$ cat config.mk
export PLATFORM = sky130hd
export DESIGN_NAME = timer_display
export DESIGN_NICKNAME = d
export VERILOG_FILES = /design/src/rtl/timer_display.sv
export SDC_FILE = /design/constraint.sdc
export NUM_CORES = 1
export LEC_CHECK = 0
export CAP_MARGIN = 20
export CORE_MARGIN = 2
export CORE_UTILIZATION = 61
export CTS_CLUSTER_DIAMETER = 150
export CTS_CLUSTER_SIZE = 8
export DETAILED_ROUTE_END_ITERATION = 12
export PLACE_DENSITY_LB_ADDON = 0.12
export SYNTH_ARGS = -nofsm -noshare
export SYNTH_HDL_FRONTEND = slang
export SYNTH_SLANG_ARGS = --single-unit
$ cat constraint.sdc
create_clock -name clk -period 7.3 [get_ports clk]
set_input_delay 0.73 -clock clk [delete_from_list [all_inputs] [get_ports clk]]
set_output_delay 0.73 -clock clk [all_outputs]
set_load 0.03 [all_outputs]
$ cat src/rtl/timer_display.sv
// Four-digit multiplexed 7-segment driver for the countdown timer, shown as " M.SS".
// Optional time-up blinking is built only when TIMEUP_BLINK_EN is defined.
module timer_display #(
  parameter int SCAN_DIV  = 50000,
  parameter int BLINK_DIV = 12500000
) (
  input  logic       clk,
  input  logic       rst,
  input  logic [3:0] min,
  input  logic [3:0] sec1,
  input  logic [3:0] sec2,
  output logic [3:0] an,
  output logic [6:0] seg,
  output logic       dp,
  output logic       time_up
);

  localparam int SW = (SCAN_DIV > 1) ? $clog2(SCAN_DIV) : 1;

  if (SCAN_DIV < 2) begin : g_bad_scan_div
    $error("SCAN_DIV must be at least 2");
  end
  if (BLINK_DIV < 1) begin : g_bad_blink_div
    $error("BLINK_DIV must be at least 1");
  end

  function automatic logic [6:0] decode(input logic [3:0] v);
    case (v)
      4'd0:    decode = 7'b1000000;
      4'd1:    decode = 7'b1111001;
      4'd2:    decode = 7'b0100100;
      4'd3:    decode = 7'b0110000;
      4'd4:    decode = 7'b0011001;
      4'd5:    decode = 7'b0010010;
      4'd6:    decode = 7'b0000010;
      4'd7:    decode = 7'b1111000;
      4'd8:    decode = 7'b0000000;
      4'd9:    decode = 7'b0010000;
      default: decode = 7'b0111111;
    endcase
  endfunction

  logic [SW-1:0] scan_cnt, scan_cnt_n;
  logic [1:0]    idx, idx_n;
  logic [3:0]    sh_min, sh_sec1, sh_sec2;
  logic [3:0]    sh_min_n, sh_sec1_n, sh_sec2_n;
  logic          scan_tc;
  logic          blank;
  logic [3:0]    an_n;
  logic [6:0]    seg_n;
  logic          dp_n;
  logic          zero_n;

  // Shadow is refreshed only on the 3->0 wrap so a frame never mixes two input values.
  always_comb begin
    scan_tc    = (scan_cnt == SW'(SCAN_DIV - 1));
    scan_cnt_n = scan_tc ? '0 : scan_cnt + SW'(1);
    idx_n      = scan_tc ? idx + 2'd1 : idx;
    sh_min_n   = sh_min;
    sh_sec1_n  = sh_sec1;
    sh_sec2_n  = sh_sec2;
    if (scan_tc && idx == 2'd3) begin
      sh_min_n  = min;
      sh_sec1_n = sec1;
      sh_sec2_n = sec2;
    end
    zero_n = (min == 4'd0) && (sec1 == 4'd0) && (sec2 == 4'd0);
  end

  always_comb begin
    an_n  = 4'b1110;
    seg_n = decode(sh_sec2_n);
    dp_n  = 1'b1;
    case (idx_n)
      2'd0: begin
        an_n  = 4'b1110;
        seg_n = decode(sh_sec2_n);
      end
      2'd1: begin
        an_n  = 4'b1101;
        seg_n = decode(sh_sec1_n);
      end
      2'd2: begin
        an_n  = 4'b1011;
        seg_n = decode(sh_min_n);
        dp_n  = 1'b0;
      end
      default: begin
        an_n  = 4'b0111;
        seg_n = 7'h7F;
      end
    endcase
    if (blank) an_n = 4'b1111;
  end

  always_ff @(posedge clk or posedge rst) begin
    if (rst) begin
      scan_cnt <= '0;
      idx      <= 2'd0;
      sh_min   <= 4'd2;
      sh_sec1  <= 4'd0;
      sh_sec2  <= 4'd0;
      an       <= 4'b1110;
      seg      <= 7'b1000000;
      dp       <= 1'b1;
      time_up  <= 1'b0;
    end else begin
      scan_cnt <= scan_cnt_n;
      idx      <= idx_n;
      sh_min   <= sh_min_n;
      sh_sec1  <= sh_sec1_n;
      sh_sec2  <= sh_sec2_n;
      an       <= an_n;
      seg      <= seg_n;
      dp       <= dp_n;
      time_up  <= zero_n;
    end
  end

`ifdef TIMEUP_BLINK_EN
  localparam int BW = (BLINK_DIV > 1) ? $clog2(BLINK_DIV) : 1;

  logic [BW-1:0] blink_cnt, blink_cnt_n;
  logic          blink_phase, blink_phase_n;

  // Blanking follows the next-state phase so it lands on the same edge as the toggle.
  always_comb begin
    blink_cnt_n   = '0;
    blink_phase_n = 1'b0;
    if (time_up) begin
      if (blink_cnt == BW'(BLINK_DIV - 1)) begin
        blink_cnt_n   = '0;
        blink_phase_n = ~blink_phase;
      end else begin
        blink_cnt_n   = blink_cnt + BW'(1);
        blink_phase_n = blink_phase;
      end
    end
  end

  always_ff @(posedge clk or posedge rst) begin
    if (rst) begin
      blink_cnt   <= '0;
      blink_phase <= 1'b0;
    end else begin
      blink_cnt   <= blink_cnt_n;
      blink_phase <= blink_phase_n;
    end
  end

  assign blank = blink_phase_n;
`else
  assign blank = 1'b0;
`endif

endmodule

=== Yosys cells after proc, flatten, opt, wreduce, memory -nomap -nowiden ===
Memories as Yosys holds them, arrays and structs flattened.
Cells that the tools add are included.
Widths: inputs -> output; s select.

* Memory bits (read-only): 336
* Bits in registers: 43
* Memories kept: 3

{| class="wikitable"
|+ Memories
! name !! depth !! width !! read ports !! clocked after Yosys merged registers in !! write ports !! RTL line !! text
|-
| (name not given) || 16 || 7 || 1 || 0 || 0 || 28 || <nowiki>case (v)</nowiki>
|-
| (name not given) || 16 || 7 || 1 || 0 || 0 || 28 ||
|-
| (name not given) || 16 || 7 || 1 || 0 || 0 || 28 ||
|}

* Equal/unequal tests: 4
* $add $sub $neg: 2
* Reduce and logical (&&, ||, !) cells: 7
* Mux-type cells: 8

{| class="wikitable"
|+ Operator list
! operator !! number
|-
| $pmux 7 s3 || 1
|-
| $add 16x1->16 const B || 1
|-
| $eq 16x16->1 const B || 1
|-
| $mux 16 || 1
|-
| $logic_not 4->1 || 3
|-
| $mux 4 || 3
|-
| $pmux 4 s3 || 1
|-
| $eq 2x2->1 const B || 2
|-
| $logic_and 1x1->1 || 3
|-
| $add 2x1->2 const B || 1
|-
| $eq 2x1->1 const B || 1
|-
| $logic_not 2->1 || 1
|-
| $mux 2 || 1
|-
| $mux 1 || 1
|}

=== Longest topological paths before layout ===
An unclocked memory read counts as a cell.

* Depth in word-level cells: 5
* Depth in mapped cells: 12
* Depth with buffers taken out: 10

=== Worst setup path after synthesis ===
Ideal clock, no wire load.

* Kind: flip-flop to flip-flop
* Start point: register scan_cnt[11]
* End point: register seg[3]
* Arrival: 3.352 ns
* Slack: 3.819 ns
* Stages on the path, launching flop included: 12
* Required time: 7.171 ns
* Cells stage by stage: dfrtp_1 -> or4b_4 -> nor4_4 -> buf_6 -> buf_2 -> mux2_2 -> ha_1 -> a21oi_1 -> mux2i_1 -> or3_1 -> a21oi_1 -> nand3_1

* Cells in the longest elaborated chain, start to end: 5

{| class="wikitable"
|+ RTL lines
! what !! RTL line !! text
|-
| start, declared || 43 || <nowiki>logic [SW-1:0] scan_cnt, scan_cnt_n;</nowiki>
|-
| start signal, assigned || 108 || <nowiki>scan_cnt <= scan_cnt_n;</nowiki>
|-
| $eq 16x16->1 || 56 || <nowiki>scan_tc = (scan_cnt == SW'(SCAN_DIV - 1));</nowiki>
|-
| $logic_and 1x1->1 || 62 || <nowiki>if (scan_tc && idx == 2'd3) begin</nowiki>
|-
| $mux 4 || 62 ||
|-
| named net sh_sec2_n[0] || 46 || <nowiki>logic [3:0] sh_min_n, sh_sec1_n, sh_sec2_n;</nowiki>
|-
| $mem_v2 16x7 || -- ||
|-
| $pmux 7 s3 || 74 || <nowiki>case (idx_n)</nowiki>
|-
| named net seg_n[3] || 50 || <nowiki>logic [6:0] seg_n;</nowiki>
|-
| end signal, assigned || 114 || <nowiki>seg <= seg_n;</nowiki>
|-
| end, declared || 13 || <nowiki>output logic [6:0] seg,</nowiki>
|}

The timed path passes the listed nets, and every way through them passes these cells.

=== Worst setup path in the final report ===
Ends and elaborated chain as after synthesis.

==> results.md <==
- Ys async rst share: 1.000
- Final Cycle Share: 0.4628
- Tot GR Track Use: 0.2447
- Max Clock Freq: ~300 MHz
- FILL cells: between 200 and 300
- FP Rows: 23
- Routed Antenna Nets: 0
- CTS sink cnt: 43
- Total negative slack: 0 ns
- Startpoint type of the worst setup path: flip-flop
- Maximum VDD drop: roughly 0.098 mV
- Multi-input gate area: around 1400 µm²
- Final wirelength: approximately 5.4 mm
- Critical Path AT: about 3.6 ns
- GRT met2 Usage: 0.3622
- Mapped Cells: 264
- # DRC: 0
- Slew Limit Headroom: 0.3592
- CTS H-tree depth: 2
- First-pass GRT wire length: between 9 and 10 mm
- Core area: around 4000 µm²
- Max cap viols: 0
- Post-CTS sizing: 0
- Largest net degree at the start of global routing: 44
- Worst min-delay path class: flip-flop to flip-flop
- Top cells by area, synth: dfrtp_1 (35%), ha_1 (9.5%), dfstp_2 (6.0%)
- Top Usage Layer GRT: met2
- # port buffers: 26
- Clock skew: between 0.005 and 0.006 ns
- Warnings from Yosys: 0
- Overall Power: around 400 µW
- Setup bufs post-CTS: 0
- Register area: approximately 1100 µm²
- Routed len/inst: around 16 µm
- # hold bufs at CTS: 0
- DR vias/cell: between 5 and 6
- Initial antenna violation count: 0
- Die area: ~4800 µm²
- Mean post-synth cell area: around 10 µm²
- Nets: around 330
- Clk slew on worst S/H paths: roughly 0.08 ns
- Hold Vio Cnt, Final: 0
- Number of CTS-inserted buffers: 5
- WHS: a little under 0.5 ns
- CTS root buf: clkbuf_8
- CP max FO: 35
- Detail Placement HPWL: about 4 mm
- WS Path Type: flip-flop to flip-flop
- Seq/Total Area, Yosys: 0.4130
- Pre-antenna DRT Iters: 5
- Synth area leader: dfrtp_1
- Clock latency on the worst-skew pair: ~0.30 ns
- Fin crit period: roughly 3.4 ns
- Grt ovf: 0
- Drt initial violations: between 150 and 200
- Area delta synth->final: 14.78%
- ANT cells: 0
- Clk buf depth: 2
- WP data required: 7.47 ns
- Die Y: between 60 and 70 µm
- Final-report max-slew violation count: 0
- Detailed-route via count: roughly 2,000
- Grt met1 use: 0.3555
- Crit. End Element: flip-flop
- Layout cell share with drive strength beyond 1: 0.1085
- RSZ-0062 raised after global routing: no
- P per Cell Area: roughly 130 nW/µm²
- LEAKAGE: 0.001411 µW
- Slew of the pin with the lowest slew margin: 0.9540 ns
- Met3 Use GR: 0.05669
- Number of global-route vias before repair: roughly 2,000
- Syn Std Cell Area: roughly 2600 µm²
- IO Count: 27
- Final setup viols: 0
- Ys flop type: dfrtp_1
- Unique masters post-synth: 49
- Synthesized Nets: around 300
- CTS tree: built
- Outcome: finished, final reports clean
- Chip width: between 60 and 70 µm
- Seq cells post-synth: 43
- Initial cell density of the core: 0.6466
- GP Congestion: 0.8933
- Post-synth EDFFs: 0
- Top-area cell type share of the netlist area: 0.3529
registers in the layout, summed over array words and instances, names as in the netlist:
signal	cells
an	4
sh_sec1	4
sh_sec2	4
time_up	1
sh_min	4
scan_cnt	16
seg	7
idx	2
dp	1
where the power goes:
part | internal [µW] | switching [µW]
Clock | 67.1 | 77.4
Sequential | 238 | 0.000386
Combinational | 7.50 | 9.19
Total | 313 | 86.6
placed cells by master, fill, tap and decap left out, drive strengths merged, types with 3 or more instances in the layout:
| cell | instances |
|---|---|
| a211oi | 3 |
| a21oi | 8 |
| and3 | 4 |
| clkbuf | 7 |
| clkdlybuf4s50 | 26 |
| dfrtp | 37 |
| dfstp | 6 |
| ha | 20 |
| inv | 24 |
| mux2 | 10 |
| mux2i | 15 |
| nand2 | 13 |
| nand3 | 15 |
| nand4 | 3 |
| nor2 | 34 |
| nor2b | 3 |
| nor3 | 4 |
| nor4 | 3 |
| o21ai | 10 |
| xnor2 | 4 |
| xor2 | 11 |
cell usage after synthesis (2+ instances only):
| master | number |
|---|---|
| a21o_1 | 2 |
| mux2_2 | 9 |
| mux2i_1 | 15 |
| dfstp_2 | 6 |
| nand4b_1 | 2 |
| a311oi_1 | 2 |
| a31oi_1 | 2 |
| nand4_1 | 3 |
| and3_1 | 4 |
| o211ai_1 | 2 |
| nor3b_1 | 2 |
| nand2b_1 | 2 |
| a211oi_1 | 3 |
| ha_1 | 20 |
| a211o_1 | 2 |
| nor4_4 | 2 |
| inv_2 | 2 |
| a21oi_1 | 8 |
| or4b_4 | 2 |
| nor3_1 | 3 |
| inv_1 | 22 |
| dfrtp_1 | 37 |
| nor2_1 | 34 |
| nand3b_1 | 2 |
| nand2_1 | 13 |
| xnor2_1 | 4 |
| nand3_1 | 15 |
| xor2_1 | 11 |
| nor2b_1 | 3 |
| or3_1 | 2 |
| nor4b_1 | 2 |
| o21ai_0 | 9 |
area by class of cell:
cell class                 count  share of cell area
timing repair buffer          28             0.09140
inverter                      24             0.02991
clock buffer                   7             0.02534
tap                           50             0.02077
multi-input combinational    192              0.4711
sequential                    43              0.3598
clock inverter                 1            0.001662
path summary, 6_finish.rpt:
kind                                         from                      to  slack [ns]  cells after the start
max reg2reg                scan_cnt[11]$_DFF_PP0_        seg[3]$_DFF_PP0_        3.92                     10
max in group asynchronous                     rst     sh_min[1]$_DFF_PP1_        6.05                      3
min in group asynchronous                     rst     sh_min[0]$_DFF_PP0_        0.87                      3
min                        scan_cnt[13]$_DFF_PP0_  scan_cnt[13]$_DFF_PP0_        0.49                      1
min reg2reg                scan_cnt[13]$_DFF_PP0_  scan_cnt[13]$_DFF_PP0_        0.49                      1
max                        scan_cnt[11]$_DFF_PP0_        seg[3]$_DFF_PP0_        3.92                     10
per-layer routing:
layer	up-vias	share of wire
met5	-	0
met1	943	0.48
met3	11	0.070
li1	986	-
met2	85	0.43
met4	0	0.016
through the flow:
stage	utilization	area, µm²	setup slack [ns]	cells
finish	0.7422	3012	3.922	345
global placement	0.7222	2930	4.042	337
global route	0.7422	3012	3.677	345
detailed placement	0.7222	2930	3.977	337
CTS	0.7422	3012	3.954	345
floorplan	-	2624	3.819	264
worst max-delay path: stages (launching register included):
cell     delay [ns]
dfrtp_1        0.43
or4b_4         0.59
nor4_4         0.28
buf_4          0.43
mux2_2         0.43
ha_1           0.20
a21oi_1        0.15
mux2i_1        0.10
or3_1          0.40
a21oi_1        0.15
nand3_1        0.09
kinds of logic (layout without fill, tap and decap cells):
logic type                 after synthesis  count (layout)  synth area share
AOI/OAI and AO/OA                       37              37           0.09537
xor gates and xnor gates                15              15           0.05007
adders and majority gates               20              20           0.09537
buffers and inverters                   29              60           0.04625
DFF                                     43              43            0.4130
muxes                                   25              25            0.1016
and+or+nand+nor                         95              95            0.1984
No activity file was read; power rests on OpenSTA's default activity.
